<file path="config.mk">
export PLATFORM = sky130hd
export DESIGN_NAME = wb_signature_unit
export DESIGN_NICKNAME = d
export VERILOG_FILES = /design/src/rtl/wb_signature_unit.sv
export SDC_FILE = /design/constraint.sdc
export NUM_CORES = 1
export LEC_CHECK = 0
export CORE_MARGIN = 5
export CORE_UTILIZATION = 58
export DETAILED_ROUTE_END_ITERATION = 12
export HOLD_SLACK_MARGIN = 0.15
export PLACE_DENSITY = 0.89
export SYNTH_ARGS = -nofsm -noshare
export SYNTH_HDL_FRONTEND = slang
export SYNTH_SLANG_ARGS = --single-unit
</file>
<file path="constraint.sdc">
create_clock -name clk -period 6.16 [get_ports clk]
set_input_delay 0.616 -clock clk [delete_from_list [all_inputs] [get_ports clk]]
set_output_delay 0.616 -clock clk [all_outputs]
set_load 0.03 [all_outputs]
</file>
<file path="src/rtl/wb_signature_unit.sv">
// Write-back observation unit: folds accepted WBout samples into a rotate-XOR
// signature and a saturating count, and buffers them in a drainable FIFO.
module wb_signature_unit #(
    parameter int DEPTH          = 8,
    parameter int CNT_W          = 16,
    parameter bit FILTER_REPEATS = 1'b1
) (
    input  logic                     clk,
    input  logic                     reset,
    input  logic [31:0]              wb_data,
    input  logic                     wb_valid,
    input  logic                     capture_en,
    output logic [31:0]              out_data,
    output logic                     out_valid,
    input  logic                     out_ready,
    output logic [31:0]              signature,
    output logic [CNT_W-1:0]         sample_count,
    output logic [$clog2(DEPTH):0]   fifo_level,
    output logic                     overflow
);

    localparam int AW = $clog2(DEPTH);

    localparam logic [CNT_W-1:0] CNT_MAX    = '1;
    localparam logic [CNT_W-1:0] CNT_ONE    = CNT_W'(1);
    localparam logic [CNT_W-1:0] CNT_LAST   = CNT_MAX - CNT_ONE;
    localparam logic [AW-1:0]    PTR_ONE    = AW'(1);
    localparam logic [AW:0]      LEVEL_ONE  = (AW + 1)'(1);
    localparam logic [AW:0]      FULL_LEVEL = (AW + 1)'(DEPTH);

    typedef enum logic [1:0] {
        IDLE,
        RUN,
        SAT
    } state_t;

    state_t        state;
    state_t        state_next;

    logic [31:0]   last_accepted;
    logic [31:0]   mem [DEPTH];
    logic [AW-1:0] wr_ptr;
    logic [AW-1:0] rd_ptr;
    logic [AW:0]   level;

    logic          presented;
    logic          is_repeat;
    logic          accepted;
    logic          fifo_full;
    logic          pop;
    logic          push;
    logic          drop;

    // A non-zero count doubles as "something has been accepted since reset",
    // since the count saturates rather than wrapping back to zero.
    assign presented = (state == RUN) && capture_en && wb_valid;
    assign is_repeat = FILTER_REPEATS && (sample_count != '0) && (wb_data == last_accepted);
    assign accepted  = presented && !is_repeat;

    assign fifo_full = (level == FULL_LEVEL);
    assign out_valid = (level != '0);
    assign pop       = out_valid && out_ready;
    assign push      = accepted && (!fifo_full || pop);
    assign drop      = accepted && fifo_full && !pop;

    // Masking keeps out_data at zero while empty, regardless of stale storage.
    assign out_data   = out_valid ? mem[rd_ptr] : '0;
    assign fifo_level = level;

    always_ff @(posedge clk or posedge reset) begin
        if (reset) begin
            state <= IDLE;
        end else begin
            state <= state_next;
        end
    end

    always_comb begin
        state_next = state;
        unique case (state)
            IDLE: begin
                if (capture_en) begin
                    state_next = RUN;
                end
            end
            RUN: begin
                if (accepted && (sample_count == CNT_LAST)) begin
                    state_next = SAT;
                end else if (!capture_en) begin
                    state_next = IDLE;
                end
            end
            SAT: begin
                state_next = SAT;
            end
            default: begin
                state_next = IDLE;
            end
        endcase
    end

    always_ff @(posedge clk or posedge reset) begin
        if (reset) begin
            signature     <= '0;
            sample_count  <= '0;
            last_accepted <= '0;
            overflow      <= 1'b0;
        end else begin
            if (accepted) begin
                signature     <= {signature[30:0], signature[31]} ^ wb_data;
                last_accepted <= wb_data;
                if (sample_count != CNT_MAX) begin
                    sample_count <= sample_count + CNT_ONE;
                end
            end
            if (drop) begin
                overflow <= 1'b1;
            end
        end
    end

    // Pointers are log2(DEPTH) wide, so wrap-around is just natural overflow.
    always_ff @(posedge clk or posedge reset) begin
        if (reset) begin
            wr_ptr <= '0;
            rd_ptr <= '0;
            level  <= '0;
        end else begin
            if (push) begin
                wr_ptr <= wr_ptr + PTR_ONE;
            end
            if (pop) begin
                rd_ptr <= rd_ptr + PTR_ONE;
            end
            if (push && !pop) begin
                level <= level + LEVEL_ONE;
            end else if (pop && !push) begin
                level <= level - LEVEL_ONE;
            end
        end
    end

    always_ff @(posedge clk) begin
        if (push) begin
            mem[wr_ptr] <= wb_data;
        end
    end

endmodule

</file>
; Word level (Yosys, flattened, before mapping)
; Memory sizes are Yosys's and may differ from the RTL's.
; Index checks and enable logic that the tools add are counted.
[word_totals]
register_bits = 93
ram_bits = 256
inputBits = 37
output_inout_bits = 86
elab_cells = 54
memories = 1
[memory_table]
columns = name, depth, word_bits, read_ports, rd_ports_with_merged_regs, write_ports, line_no
row1 = mem, 8, 32, 1, 0, 1, 41  ; logic [31:0] mem [DEPTH];
[op_classes]
n_addsub = 5
eq_ne = 8
n_mux = 9
bitwise = 1
reduce_logical = 22
[ops]
columns = op, count
row1 = equality test 32 bit, 1
row2 = 2-to-1 mux 32 bit, 1
row3 = bitwise XOR 32 bit, 1
row4 = "adder 16 x 1 -> 16 bit, second input constant", 1
row5 = "equality test 16 bit, second input constant", 1
row6 = "!= test 16 bit, second input constant", 1
row7 = nonzero test 16 bit, 1
row8 = logical AND 1 bit, 11
row9 = 2-to-1 mux 4 bit, 2
row10 = "adder 3 x 1 -> 3 bit, second input constant", 2
row11 = 2-to-1 mux 2 bit, 3
row12 = case mux 2 bit (3 select lines), 1
row13 = "adder 4 x 1 -> 4 bit, second input constant", 1
row14 = "equality test 4 bit, second input constant", 1
row15 = zero test 1 bit, 4
row16 = AND reduction 2 bit, 2
row17 = nonzero test 4 bit, 1
row18 = "subtractor 4 x 1 -> 4 bit, second input constant", 1
row19 = "!= test 3 x 2 -> 1 bit, second input constant", 1
row20 = "equality test 2 x 1 -> 1 bit, second input constant", 1
row21 = "equality test 2 bit, second input constant", 1
row22 = zero test 2 bit, 1
row23 = 2-to-1 mux 1 bit, 2
row24 = "!= test 2 bit, second input constant", 1
row25 = other kinds (2), 2

; Depth between registers and ports, before layout
[logic_depth]
word_depth = 9
depth_mapped = 16
depth_no_buf = 16

; Least setup slack after synthesis
; No wires, ideal clock.
[synth_timing]
path_type = reg2reg
from = reg sample_count[0]
to = mem mem[4][0], enable pin
setup_time_ns = 0.513
arrival_ns = 5.094
setup_slack_ns = 0.553
stages_incl_launch_ff = 9
cell_sequence = dfrtp_1 -> inv_1 -> ha_1 -> nor4b_1 -> nand4_1 -> and3_1 -> a31oi_4 -> nand2_2 -> nor4b_1
[synth_via]
elab_chain_cells = 7
[synth_lines]
columns = element, line_no
row1 = from (decl), 17  ; output logic [CNT_W-1:0] sample_count,
row2 = from (signal assigned), 113  ; sample_count <= sample_count + CNT_ONE;
row3 = nonzero test 16 bit, 57  ; assign is_repeat = FILTER_REPEATS && (sample_count != '0) && (wb_data == last_accepted);
row4 = logical AND 1 bit, 57
row5 = zero test 1 bit, 58  ; assign accepted = presented && !is_repeat;
row6 = logical AND 1 bit, 58
row7 = logical AND 1 bit, 63  ; assign push = accepted && (!fifo_full || pop);
row8 = 2-to-1 mux 1 bit, 144  ; if (push) begin
row9 = 2-to-1 mux 1 bit (not written as such), 145  ; mem[wr_ptr] <= wb_data;
row10 = to (decl), 41
; No other way between the ends.

; Final worst setup path
[layout_timing]
from = reg rd_ptr[0]
to = out out_data[15]
[layout_via]
elab_chain_cells = 2
[layout_lines]
columns = element, line_no
row1 = from (decl), 43  ; logic [AW-1:0] rd_ptr;
row2 = from (signal assigned), 133  ; rd_ptr <= rd_ptr + PTR_ONE;
row3 = memory (8 x 32 bit), --
row4 = 2-to-1 mux 32 bit, 67  ; assign out_data = out_valid ? mem[rd_ptr] : '0;
row5 = to (decl), 13  ; output logic [31:0] out_data,
; No other way between the ends.

==> summary.txt <==
N_diodes: 0
Post-layout util: 70.1%
Nets: 982
Syn Area/Cell: 17.9 µm²
Layout fillers: 1405
First-pass GRT wire length: 48900 µm
Cell count after placement: 1224
Clk pwr share: 27.0%
Arr. time, crit path: 3.64 ns
Status: finished clean
Cells after Synth: 793
Leakage: 0.00591 µW
Minimum clock period: 4.25 ns
H-tree lvl count: 2
Cts bufs inserted: 34
Commonest non-fill, non-tap cell in the layout: edfxtp_1
Grt met1 use: 30.2%
Max transition margin: 37.4%
Port bufs: 122
Total GRT Usage: 22.7%
Sw frac: 32.8%
Largest net degree at the start of global routing: 71
Simple-gate share of the synthesized area: 4.64%
Sequential area share after synthesis: 70.7%
Seq pwr share: 40.0%
Via count: 7760
P_int: 5240 µW
Overall power: 7800 µW
Net count after synthesis: 839
CP required: 5.54 ns
Congestion Overflow GR: 0
Dpl ws: 2.18 ns
GR Util met3: 4.05%
Pwr Density: 460 mW/mm²
Synth warn: 0
CP Max Fanout: 46
Initial core utilization: 58.6%
Synth Area in Adders: 0.848%
Setup crit start kind: register
Io pins: 123
Clk_skew: 0.0110 ns
Largest area contributor in the netlist: edfxtp_1
Drt initial violations: 702
Vias in the first global route: 8270
Post_cts resized: 0
Clock sinks: 349
Clk root buf: clkbuf_16
CP Class: register to primary output
Routed WL per cell: 24.5 µm
First-pass iteration count of the detailed router: 5
Synth top area cells: edfxtp_1, dfrtp_1, mux4_2
Final ANT Viol Nets: 0
Die area: 0.0276 mm²
Setup Buffers After CTS: 0
Area delta synth->final: 19.7%
Synth Cell Area: 0.0142 mm²
RSZ-0062 raised after global routing: no
Comb power frac: 33.0%
Max-Cap Viols: 0
Fraction of registers with async set/reset: 26.6%
Worst VDD drop: 0.000274 V
Area fraction in compound gates after synthesis: 1.60%
DR DRC count: 0
#FFs+latches synth: 349
Post-synthesis mux area share: 15.3%
Share of layout cells above drive strength 1: 19.1%
Top_reg_cell synth: edfxtp_1
GRT met2 Usage: 38.9%
Maximum buffer depth of the clock tree: 3
CP endpoint kind: primary output
Finished Layout Cells: 1286
Slew Limit Fails: 0
Grt peak-use layer: met2
Worst skew pair latency: 0.51 ns
Crit share post-route: 69.1%
Sw Pwr: 2560 µW
Most frequent cells in the layout: edfxtp_1, clkdlybuf4s50_1, dfrtp_1
Post-route setup slack: 1.91 ns
CTS tree: built
Hpwl dp: 18500 µm
Setup tns final: 0 ns
Count of different cell masters after synthesis: 39
Die width: 166 µm
Core area: 0.0242 mm²
Worst-margin pin slew: 0.939 ns
Clk pin slew, worst setup/hold paths: 0.06 ns
Final setup fails: 0
Type of the tightest min-delay check: register to register
Initial antenna violation count: 0
Largest family of logic cells by synthesized area: multiplexers
# hold bufs at CTS: 0
Post-synth EDFFs: 256
Yosys top cell area share: 54.3%
DR vias/cell: 6.03
DRT Wirelength: 31400 µm
Fmax achieved: 235 MHz
Die Ht: 166 µm
Cell Rows: 57
Synth Area in XOR/XNOR: 5.38%
RD Place Congestion: 0.851
Hold Fails Final Rpt: 0
==> cell usage after synthesis (all sizes together) (2+ instances only) <==
cell    count
edfxtp    256
dfrtp      93
xnor2      78
nor2       70
mux4       64
mux2       36
a21oi      33
mux2i      32
buf        23
nand4      18
clkbuf     11
inv         9
nand2       9
nand3       9
xor2        9
ha          8
nor4        8
and3        6
nor3        6
a21o        2
nor4b       2
==> metal layers <==
layer,routed length (µm),vias to the layer above
li1,-,3326
met2,16200,347
met3,2030,59
met4,874,0
met1,12300,4028
met5,0,-
==> kinds of logic after synthesis <==
logic type / count (synthesis)
simple gates: 134
buf+inv: 43
xor+xnor: 87
compound gates: 39
mux: 132
fa+ha+maj: 9
flops: 349
==> worst paths after layout <==
check	start	end	slack (ns)	cells past startpoint
max	rd_ptr[0]	out_data[15]	1.91	5
min	overflow	overflow	0.49	1
max reg2reg	sample_count[0]	sample_count[1]	2.65	10
min reg2reg	overflow	overflow	0.49	1
max in group asynchronous	reset	rd_ptr[0]	4.47	3
min in group asynchronous	reset	signature[17]	0.56	2
==> critical path: stages, from the launching register on <==
cell and delay [ns]:
dfrtp_4 1.03, buf_4 0.55, mux4_2 0.58, mux2i_1 0.23, nor2_1 0.07, clkdlybuf4s50_1 0.61
==> through the flow <==
stage / instance area (µm²) / hold slack [ns]
6_report: 17000 / 0.491
5_1_grt: 17000 / 0.517
4_1_cts: 17000 / 0.491
3_5_place_dp: 15800 / 0.478
3_3_place_gp: 15800 / 0.462
2_1_floorplan: 14200 / 0.501
==> power groups by stage <==
stage                     combinational (µW)  sequential [µW]  clock, µW
after floorplan                         1620             3120          0
after CTS                               2600             3120       2130
after global routing                    2720             3160       2240
final                                   2570             3120       2110
after global placement                  2500             3140          0
after detailed placement                2560             3160          0
==> area by class of cell <==
class                           count  area (µm²)  share of cell area, %
Sequential cell                   349       10000                   59.1
Tap cell                          324         405                   2.39
Inverter                            9        36.3                  0.214
Clock buffer                       52        1020                   6.03
Multi-Input combinational cell    401        3980                   23.5
Timing Repair Buffer              141        1360                   8.05
Clock inverter                     10         125                  0.738
==> state kept, by name, summed over array words and instances (netlist names), 2 cells and up <==
name and cells:
mem 256, rd_ptr 3, last_accepted 32, signature 32
wr_ptr 3, state 2, sample_count 16, fifo_level 4
Note: power is estimated with default switching activity, not from simulation.
